===== config.mk =====
export PLATFORM = sky130hd
export DESIGN_NAME = seven_seg_scan_ctrl
export DESIGN_NICKNAME = d
export VERILOG_FILES = /design/src/rtl/seven_seg_scan_ctrl.sv
export SDC_FILE = /design/constraint.sdc
export NUM_CORES = 1
export LEC_CHECK = 0
export ABC_AREA = 1
export ABC_CLOCK_PERIOD_IN_PS = 1600
export CAP_MARGIN = 15
export CORE_MARGIN = 8
export CORE_UTILIZATION = 49
export DETAILED_ROUTE_END_ITERATION = 8
export GPL_ROUTABILITY_DRIVEN = 0
export MAX_ROUTING_LAYER = met4
export PLACE_DENSITY = 0.84
export SETUP_SLACK_MARGIN = 0.1
export SYNTH_ARGS = -nofsm -noshare
export SYNTH_HDL_FRONTEND = slang
export SYNTH_SLANG_ARGS = --single-unit

===== constraint.sdc =====
create_clock -name clk -period 1.6 [get_ports clk]
set_clock_uncertainty 0.1 [all_clocks]
set_input_delay 0.24 -clock clk [delete_from_list [all_inputs] [get_ports clk]]
set_output_delay 0.24 -clock clk [all_outputs]
set_load 0.01 [all_outputs]

===== src/rtl/seven_seg_scan_ctrl.sv =====
// Four-digit seven-segment scan sequencer with per-slot blanking and a double-buffered frame.
// Outputs decode registered state (no added latency); load_ready is low while one frame waits for the next frame boundary.
module seven_seg_scan_ctrl #(
  parameter int SLOT_CYCLES  = 4096,
  parameter int BLANK_CYCLES = 16
) (
  input  logic        clk,
  input  logic        rst_n,
  input  logic        enable,
  input  logic        load_valid,
  output logic        load_ready,
  input  logic [19:0] load_digits,
  output logic [1:0]  digit_sel,
  output logic [4:0]  digit_value,
  output logic [3:0]  anodes,
  output logic        frame_start
);

  localparam int CW = (SLOT_CYCLES > 1) ? $clog2(SLOT_CYCLES) : 1;
  localparam logic [CW-1:0] SLOT_LAST  = CW'(SLOT_CYCLES - 1);
  localparam logic [CW-1:0] BLANK_LAST = CW'(BLANK_CYCLES - 1);

  typedef enum logic [1:0] {
    IDLE  = 2'd0,
    BLANK = 2'd1,
    ON    = 2'd2
  } state_t;

  state_t        state;
  state_t        state_nxt;
  logic [CW-1:0] cnt;
  logic [CW-1:0] cnt_nxt;
  logic [1:0]    sel_nxt;
  logic [19:0]   front;
  logic [19:0]   back;
  logic          pending;
  logic          frame_end;
  logic          load_xfer;
  logic          swap;

  always_ff @(posedge clk or negedge rst_n) begin
    if (!rst_n) begin
      state     <= IDLE;
      cnt       <= '0;
      digit_sel <= 2'd0;
    end else begin
      state     <= state_nxt;
      cnt       <= cnt_nxt;
      digit_sel <= sel_nxt;
    end
  end

  always_comb begin
    state_nxt = state;
    cnt_nxt   = cnt;
    sel_nxt   = digit_sel;
    case (state)
      IDLE: begin
        cnt_nxt = '0;
        sel_nxt = 2'd0;
        if (enable) state_nxt = BLANK;
      end
      BLANK: begin
        if (!enable) begin
          state_nxt = IDLE;
          cnt_nxt   = '0;
          sel_nxt   = 2'd0;
        end else begin
          cnt_nxt = cnt + 1'b1;
          if (cnt == BLANK_LAST) state_nxt = ON;
        end
      end
      ON: begin
        if (!enable) begin
          state_nxt = IDLE;
          cnt_nxt   = '0;
          sel_nxt   = 2'd0;
        end else if (cnt == SLOT_LAST) begin
          state_nxt = BLANK;
          cnt_nxt   = '0;
          sel_nxt   = digit_sel + 2'd1;
        end else begin
          cnt_nxt = cnt + 1'b1;
        end
      end
      default: begin
        state_nxt = IDLE;
        cnt_nxt   = '0;
        sel_nxt   = 2'd0;
      end
    endcase
  end

  // The swap decision uses pending from before the edge, so a load accepted on
  // the boundary cycle waits a whole frame; IDLE has no frame to protect.
  assign frame_end = (state == ON) && (digit_sel == 2'd3) && (cnt == SLOT_LAST);
  assign load_xfer = load_valid && !pending;
  assign swap      = pending && (frame_end || (state == IDLE));

  always_ff @(posedge clk or negedge rst_n) begin
    if (!rst_n) begin
      front   <= 20'h0;
      back    <= 20'h0;
      pending <= 1'b0;
    end else if (load_xfer) begin
      back    <= load_digits;
      pending <= 1'b1;
    end else if (swap) begin
      front   <= back;
      pending <= 1'b0;
    end
  end

  always_comb begin
    anodes      = 4'b1111;
    frame_start = (state == BLANK) && (cnt == '0) && (digit_sel == 2'd0);
    load_ready  = !pending;
    if (state == ON) anodes = ~(4'b0001 << digit_sel);
    case (digit_sel)
      2'd0:    digit_value = front[4:0];
      2'd1:    digit_value = front[9:5];
      2'd2:    digit_value = front[14:10];
      default: digit_value = front[19:15];
    endcase
  end

endmodule


---- After elaboration in Yosys (flattened, before gate mapping) ----
Index checks and enable logic that the tools add are counted.
cells by class
  add/subtract/negate cells ............... 2
  $mul .................................... 0
  divide/modulo/power cells ............... 0
  magnitude comparators ................... 0
  eq/ne operators ......................... 11
  shift operators ......................... 1
  multiplexer cells ....................... 18
  bitwise gates (word level) .............. 2
  reductions and logical operators ........ 15
operator list
  kind                     number
  $mux W12                 3
  $pmux W12 S2             1
  $mux W2                  8
  $pmux W5 S3              1
  $add A12 B1 Y12 const B  1
  $eq A12 B12 Y1 const B   1
  $eq A12 B4 Y1 const B    1
  $logic_not A12 Y1        1
  $eq A2 B2 Y1 const B     3
  $logic_and A1 B1 Y1      6
  $ne A3 B3 Y1 const B     2
  $pmux W2 S3              1
  $eq A2 B1 Y1 const B     2
  $logic_not A2 Y1         2
  $mux W4                  1
  $ne A2 B2 Y1 const B     2
  $not A4 Y4               1
  $pmux W2 S2              1
  $reduce_and A2 Y1        2
  $shl A1 B2 Y4 const A    1
  $reduce_and A3 Y1        1
  $add A2 B1 Y2 const B    1
  $mux W1                  2
  $reduce_bool A2 Y1       1
  other kinds (3)          3
word-level totals
  flip-flop bits (word level) ............. 57
  bits in latches ......................... 0
  bits in writable memories ............... 0
  ROM bits ................................ 0
  bits of input ports ..................... 24
  memories ................................ 0

---- Depth between registers and ports, before layout ----
Gate-level depths: netlist of run 1.
  word-level depth ........................ 7
  mapped depth ............................ 10

---- Worst setup path before layout of run 1 ----
No wires, ideal clock.
  kind .................................... register -> output
  from .................................... register digit_sel[0]
  to ...................................... output digit_value[0]
  data arrival time ....................... 1.214 ns
  slack ................................... 0.046 ns
  cell stages (with the launch flop) ...... 5
  cell sequence ........................... dfrtp_1 ha_1 clkbuf_1 a21oi_1 a32oi_1
on the way
  longest elaborated chain between the ends .. 2
  elaborated cells between the ends (all ways) .. 4
  classes of those cells .................. 2 x eq/ne; 1 x mux; 1 x reduce/logical
ends and longest elaborated chain
  element                                     line  text
  start, declared                             13    output logic [1:0] digit_sel,
  start signal, assigned                      49    digit_sel <= sel_nxt;
  $eq A2 B2 Y1, or another cell as far along  119   case (digit_sel)
  $pmux W5 S3 (*)                             119
  end, declared                               14    output logic [4:0] digit_value,
Mark *: on every way between the ends. The rest lies on a longest branch, timed or not.

---- Worst setup path after layout of run 1 ----
  from .................................... register digit_sel[0]
  to ...................................... output digit_value[3]
Same word-level chain as after synthesis.

==> out/results.txt, run 1 <==
CTS H-tree lvls = 3
Reg2reg setup slack = -0.31 ns
Area growth syn-to-layout = 55.63%
Reg power frac = 34.7%
Crit path max-delay cell type = dfrtp_2
Max-slew violations = 0
Share of layout cells above drive strength 1 = 42.71%
Clk sinks = 57
Hold_ws = 0.3241 ns
Post-synth cell types = 30
Core footprint = 5439 um2
Worst slew margin = 77.94%
Initial core utilization = 49.87%
Port Buf Inserts = 36
WL/cell = 20.36 um
Kind of critical path = reg2out
Die width = 90.41 um
DRT antenna net count = 0
CP cell instances = inv_4 > ha_4 > nand2_1 > a32oi_2 > buf_2
Clock transition at path regs = 0.07 ns
Hold WC Path Type = in2async
CTS tree = yes
Seq/Total Area, Yosys = 52.58%
Crit share post-route = 127.2%
Worst VDD drop = 1.333 mV
Mapped Area = 2713 um2
CP required = 1.26 ns
Initial antenna violation count = 0
Leak = 1.911 nW
RSZ-0062 raised after global routing = yes
CTS Root Cell = clkbuf_8
GRT Util Overall = 19.32%
CP peak stage delay = 0.47 ns
Via density = 5.724
Least-Margin Pin Slew = 0.3298 ns
Antenna cells = 0
# Max-Cap Violations = 0
Placed instance count = 416
Cell count after synthesis = 284
Top delay family on crit path = flip-flops
Layout Cells excl Fill = 449
IO Pins = 37
CP Buf/Inv Count = 2
Skew-Pair Late Insertion Delay = 0.35 ns
Syn Area/Cell = 9.551 um2
Synthesis Warnings = 0
Die ar. = 8173 um2
Clock buffer depth = 2
Hpwl dp = 4.339 mm
Comb power frac = 46.9%
Largest net degree at the start of global routing = 58
Placed inst area = 3395 um2
Max Freq = 491.4 MHz
Drt drc = 0
Rows = 27
Fin crit period = 2.035 ns
Status = complete, but fails checks
WP data arrival = 1.70 ns
Setup crit end kind = output pin
Seq cells post-synth = 57
Inserted Clock Buffers = 9
Global-route wire length before repair = 12.13 mm
Failing checks = setup timing
Hold Vio Cnt, Final = 0
Internal power = 4.207 mW
PD cells = 1675 nW/um2
Initial DRC count = 222
Sw Share = 40.49%
Die Ht = 90.41 um
Clock network power share = 18.4%
Worst setup margin = -0.4350 ns
# setup viols final = 46
Congestion Overflow GR = 0
DR pass1 iterations = 5
Critical Path Fanout Max = 7
Total wire length = 9.140 mm
Nets = 408
Syn Nets = 319
Vias in the first global route = 2537
Reported net switching power = 2.863 mW
Routed vias = 2570
Cell area after layout = 4222 um2
Critical path launch point type = flip-flop
-- path summary, 6_finish.rpt --
kind | cells past startpoint | endpoint | start
worst max-delay path | 5 | digit_value[3] | digit_sel[0]
worst min-delay path | 3 | back[14] | rst_n
worst max register to register | 12 | front[12] | digit_sel[0]
worst min register to register | 2 | front[8] | front[8]
max in group asynchronous | 3 | cnt[10] | rst_n
min in group clk | 2 | back[4] | load_digits[4]
-- area by class of cell --
type | instances | area (um2)
Inverter | 20 | 77.57
Timing Repair Buffer | 86 | 844.6
Clock buffer | 11 | 131.4
Sequential cell | 57 | 1429
Tap cell | 72 | 90.09
Fill cell | 290 | 1217
Multi-Input combinational cell | 199 | 1604
Clock inverter | 4 | 45.04
-- placed cells by master, fill, tap and decap left out, types with 3 or more instances in the layout --
| cell | synthesis | layout |
|---|---|---|
| a21oi_1 | 8 | 6 |
| a32oi_2 | 0 | 4 |
| buf_12 | 0 | 4 |
| buf_2 | 2 | 7 |
| buf_4 | 2 | 25 |
| buf_6 | 2 | 24 |
| clkbuf_8 | 0 | 9 |
| clkdlybuf4s50_1 | 0 | 22 |
| clkinv_2 | 0 | 3 |
| dfrtp_1 | 57 | 55 |
| ha_1 | 11 | 3 |
| ha_4 | 0 | 8 |
| inv_1 | 16 | 12 |
| inv_2 | 3 | 7 |
| mux2_1 | 19 | 19 |
| nand2_1 | 79 | 49 |
| nand2_2 | 4 | 25 |
| nand2_4 | 1 | 8 |
| nand2_8 | 0 | 3 |
| nand3_1 | 24 | 20 |
| nand3_2 | 0 | 3 |
| nand4_1 | 5 | 5 |
| nor2_1 | 23 | 13 |
| nor2_2 | 1 | 3 |
| nor2_4 | 1 | 9 |
| xnor2_1 | 5 | 3 |
| xor2_1 | 3 | 3 |
-- cell usage after synthesis, drive strengths merged --
cell type	n	share of area, %
ha	11	5.1
o31ai	1	0.28
or2	1	0.23
xnor2	5	1.6
o21ai	3	0.55
nand4	5	1.2
a31oi	1	0.23
inv	19	2.6
nand2	84	12
a21oi	8	1.5
mux2	20	8.3
clkinv	1	0.14
nand3	24	4.4
clkbuf	3	0.42
xor2	3	0.97
a21boi	1	0.28
dfrtp	57	53
nor2	25	3.8
nor3	1	0.18
a32oi	5	1.6
buf	6	1.8
-- per-stage QoR --
| step | power (mW) | util (%) | setup slack, ns | TNS, ns |
|---|---|---|---|---|
| 3_5_place_dp | 4.601 | 62.41 | -0.4734 | -4.158 |
| 2_1_floorplan | 3.681 | - | 0.1019 | 0 |
| 6_report | 7.070 | 77.62 | -0.4350 | -9.496 |
| 5_1_grt | 7.356 | 77.62 | -0.4942 | -10.83 |
| 3_3_place_gp | 4.502 | 62.41 | -0.4142 | -2.971 |
| 4_1_cts | 6.278 | 71.34 | -0.2721 | -4.614 |
-- layer usage --
layer  wire (um)  GRT usage, %
met3         535         4.323
met4         459         12.21
met2        4741         31.78
met1        3403         20.79
met5           0             -
-- power by group through the flow --
stage | Clock, mW | Combinational [mW] | Sequential, mW
after global placement | 0 | 2.18 | 2.33
after CTS | 1.26 | 2.67 | 2.34
after floorplan | 0 | 1.42 | 2.26
final | 1.30 | 3.32 | 2.45
after detailed placement | 0 | 2.25 | 2.35
after global routing | 1.35 | 3.51 | 2.49
-- worst register-to-register path: cells and delay by family (launching register included) --
family / cells / cell delay, ns
buffers and inverters: 5 / 0.52
adders and majority gates: 1 / 0.14
DFF: 1 / 0.45
and+or+nand+nor: 6 / 0.59
-- state kept, by name (all words and copies together), names as in the netlist --
| register | flops |
|---|---|
| cnt | 12 |
| pending | 1 |
| back | 20 |
| digit_sel | 2 |
| state | 2 |
| front | 20 |
-- cells by family (layout without fill, tap and decap cells) --
kind of cell	Yosys count	count (layout)	synth area share, %
xor+xnor	8	8	2.583
compound gates	19	19	4.428
simple gates	140	141	22.09
buf+inv	29	121	4.935
flops	57	57	52.58
mux	20	20	8.303
fa+ha+maj	11	11	5.074
-- repair_timing --
item | in CTS | in global routing
hold endpoints to repair | 57 | 0
pin swaps | 15 | 24
buffers inserted | 9 | 7
hold buffers | 1 | 0
endpoints found under the setup margin | 50 | 49
gates resized for setup | 105 | 78
cloned | 2 | 0
Power figures use the tool's default switching activity.
==> inputs of run 2 (changes only) <==
--- a/config.mk
+++ b/config.mk
@@ -12,9 +12,11 @@
 export CORE_UTILIZATION = 49
 export DETAILED_ROUTE_END_ITERATION = 8
 export GPL_ROUTABILITY_DRIVEN = 0
+export HOLD_SLACK_MARGIN = 0.06
 export MAX_ROUTING_LAYER = met4
 export PLACE_DENSITY = 0.84
 export SETUP_SLACK_MARGIN = 0.1
+export SLEW_MARGIN = 10
 export SYNTH_ARGS = -nofsm -noshare
 export SYNTH_HDL_FRONTEND = slang
 export SYNTH_SLANG_ARGS = --single-unit
==> results of run 2 <==
Final layout, timing and power as in run 1 (identical DEF).
==> inputs of run 3 (changes only) <==
--- a/config.mk
+++ b/config.mk
@@ -5,9 +5,9 @@
 export SDC_FILE = /design/constraint.sdc
 export NUM_CORES = 1
 export LEC_CHECK = 0
-export ABC_AREA = 1
 export ABC_CLOCK_PERIOD_IN_PS = 1600
 export CAP_MARGIN = 15
+export CORE_ASPECT_RATIO = 0.9
 export CORE_MARGIN = 8
 export CORE_UTILIZATION = 49
 export DETAILED_ROUTE_END_ITERATION = 8
==> out/results.txt, run 3 <==
Vias in the first global route = 2293
Most frequent cells in the layout = 51 x dfrtp_1, 40 x buf_4, 22 x mux2_4, 22 x clkdlybuf4s50_1, 21 x buf_6
DR pass1 iterations = 4
Leak = 1.925 nW
Top layer in use = met4
CP cell instances = inv_4 > ha_4 > a222oi_1 > mux2i_1 > buf_2
Initial core utilization = 49.60%
Adder-cell share of the synthesized area = 4.989%
Hold Vio Cnt, Final = 0
Syn Nets = 246
Hpwl dp = 4.431 mm
Mapped Area = 2759 um2
GRT Util Overall = 19.17%
IO Pins = 37
Worst slew margin = 74.72%
Seq cells post-synth = 57
# setup viols final = 45
Die width = 95.10 um
Post-synth cell types = 34
Failing checks = setup timing
Nets = 349
Total wire length = 8.069 mm
Via density = 5.540
Congestion Overflow GR = 0
Die ar. = 8291 um2
Max Freq = 480.6 MHz
Top-count cell post-synth = dfrtp_1
Synthesis Warnings = 0
Mux contribution to synthesized area = 21.95%
Critical path launch point type = flip-flop
Drt drc = 0
Setup crit end kind = output pin
Main synth FF type = dfrtp_1
Area growth syn-to-layout = 50.79%
Post-synth ARST share = 100.0%
Util after Layout = 74.79%
CTS H-tree lvls = 3
Kind of critical path = reg2out
PD cells = 1677 nW/um2
Core footprint = 5563 um2
Least-Margin Pin Slew = 0.3792 ns
Global-route wire length before repair = 11.69 mm
Routed metal-1 wirelength = 3.389 mm
Rows = 26
Status = complete, but fails checks
Top post-synthesis cells by area = dfrtp_1 52%, mux2_4 12%, mux2_2 8.2%
Xor and xnor area share after synthesis = 2.857%
Seq/Total Area, Yosys = 51.70%
CP Buf/Inv Count = 2
DRT antenna net count = 0
RSZ-0062 raised after global routing = yes
Clk sinks = 57
Clock buffer depth = 2
Met2 wire length = 4.103 mm
WP data arrival = 1.74 ns
Leading area contributor after synthesis = dfrtp_1
Main combinational cell family by area after synthesis = multiplexers
Hold WC Path Type = in2async
Top delay family on crit path = flip-flops
Largest net degree at the start of global routing = 30
Cell area after layout = 4160 um2
Initial antenna violation count = 0
Cell count after synthesis = 211
Critical Path Fanout Max = 6
WL/cell = 20.74 um
Compound-Gate Fraction of Synth Area = 5.986%
CP peak stage delay = 0.46 ns
Inserted Clock Buffers = 9
Worst setup margin = -0.4808 ns
Syn Area/Cell = 13.08 um2
Fin crit period = 2.081 ns
Number of synthesized flops with an enable pin = 0
Post-Synth Simple-Gate Area = 8.934%
Crit path max-delay cell type = dfrtp_2
Top cell type's share of synthesized area = 51.70%
Clock transition at path regs = 0.07 ns
Top cells by count, synth = 57 x dfrtp_1, 22 x mux2_4, 20 x mux2_2
# Max-Cap Violations = 0
Initial DRC count = 166
Die Ht = 87.19 um
Final setup TNS = -14.37 ns
Crit share post-route = 130.1%
Placed inst area = 3587 um2
CTS tree = yes
Filler cell count = 320
Port Buf Inserts = 36
Max-slew violations = 0
CP required = 1.26 ns
Antenna cells = 0
Share of layout cells above drive strength 1 = 54.55%
Met3 wire len = 359 um
Worst VDD drop = 1.129 mV
CTS Root Cell = clkbuf_8
Routed vias = 2155
Skew-Pair Late Insertion Delay = 0.35 ns
Commonest non-fill, non-tap cell in the layout = dfrtp_1
Top Registers = back: 20 flops, front: 20 flops, cnt: 12 flops
run 3: cell count changes in the layout (fill, tap and decap cells not counted), moves of 9 or more:
cell	change
nand2_1	-44
nand2_2	-23
mux2_4	+22
mux2_1	-19
mux2_2	+19
buf_4	+15
nand3_1	-14
nor2_4	-9
run 3: area by class of cell:
class	instances	area, um2	area share (%)
clock buffers	11	141.4	3.399
multi-input cells	133	1465	35.22
repair buffers	97	912.1	21.92
inverters	16	65.06	1.564
flip-flops and latches	57	1434	34.47
clock inverters	5	55.05	1.323
well taps	70	87.58	2.105
run 3: worst min-delay path, cell delays in order:
cell           delay [ns]
dlygate4sd3_1        0.52
buf_2                0.11
buf_4                0.31
run 3: final timing paths:
| check | startpoint | to | slack, ns | depth (start not counted) |
|---|---|---|---|---|
| min in group clk | load_digits[8] | back[8] | 0.40 | 2 |
| max in group asynchronous | rst_n | cnt[5] | 0.75 | 3 |
| min | rst_n | state[0] | 0.32 | 3 |
| min reg2reg | back[17] | front[17] | 0.40 | 1 |
| max | digit_sel[1] | digit_value[1] | -0.48 | 5 |
| max reg2reg | digit_sel[0] | front[4] | -0.40 | 8 |
run 3: timing repair:
action | CTS | global route
setup endpoints to repair | 48 | 49
resized for setup | 80 | 32
hold buffers | 1 | 0
endpoints found under the hold margin | 57 | 0
pin swaps | 15 | 18
cloned | 1 | 2
setup buffers | 5 | 12
run 3: logic make-up (layout without fill, tap and decap cells):
logic type	Yosys count	in the layout
adder cells (fa/ha/maj)	11	11
flip-flops	57	57
XOR/XNOR	9	9
buffers and inverters	22	129
multiplexers	47	47
AND/OR/NAND/NOR	47	47
AO/OA/AOI/OAI	18	19
run 3: power breakdown:
part           switching, mW  internal, mW
Sequential             0.427          2.03
Clock                  0.595         0.755
Combinational           1.28          1.89
Total                   2.30          4.67
run 3: metrics by stage:
stage          power (mW)  hold slack, ns  setup WS, ns  cells
5_1_grt             7.266          0.3936       -0.5109    389
6_report            6.975          0.3213       -0.4808    389
3_5_place_dp        5.095          0.1698       -0.4231    353
4_1_cts             6.602          0.3352       -0.4283    376
2_1_floorplan       4.018         -0.1556       -0.2046    211
3_3_place_gp        4.969          0.1667       -0.3424    353
run 3: layer usage:
metal	vias up	GRT usage (%)
met5	-	-
met4	0	9.915
met3	24	5.172
met2	77	30.41
met1	1097	21.73
li1	957	-
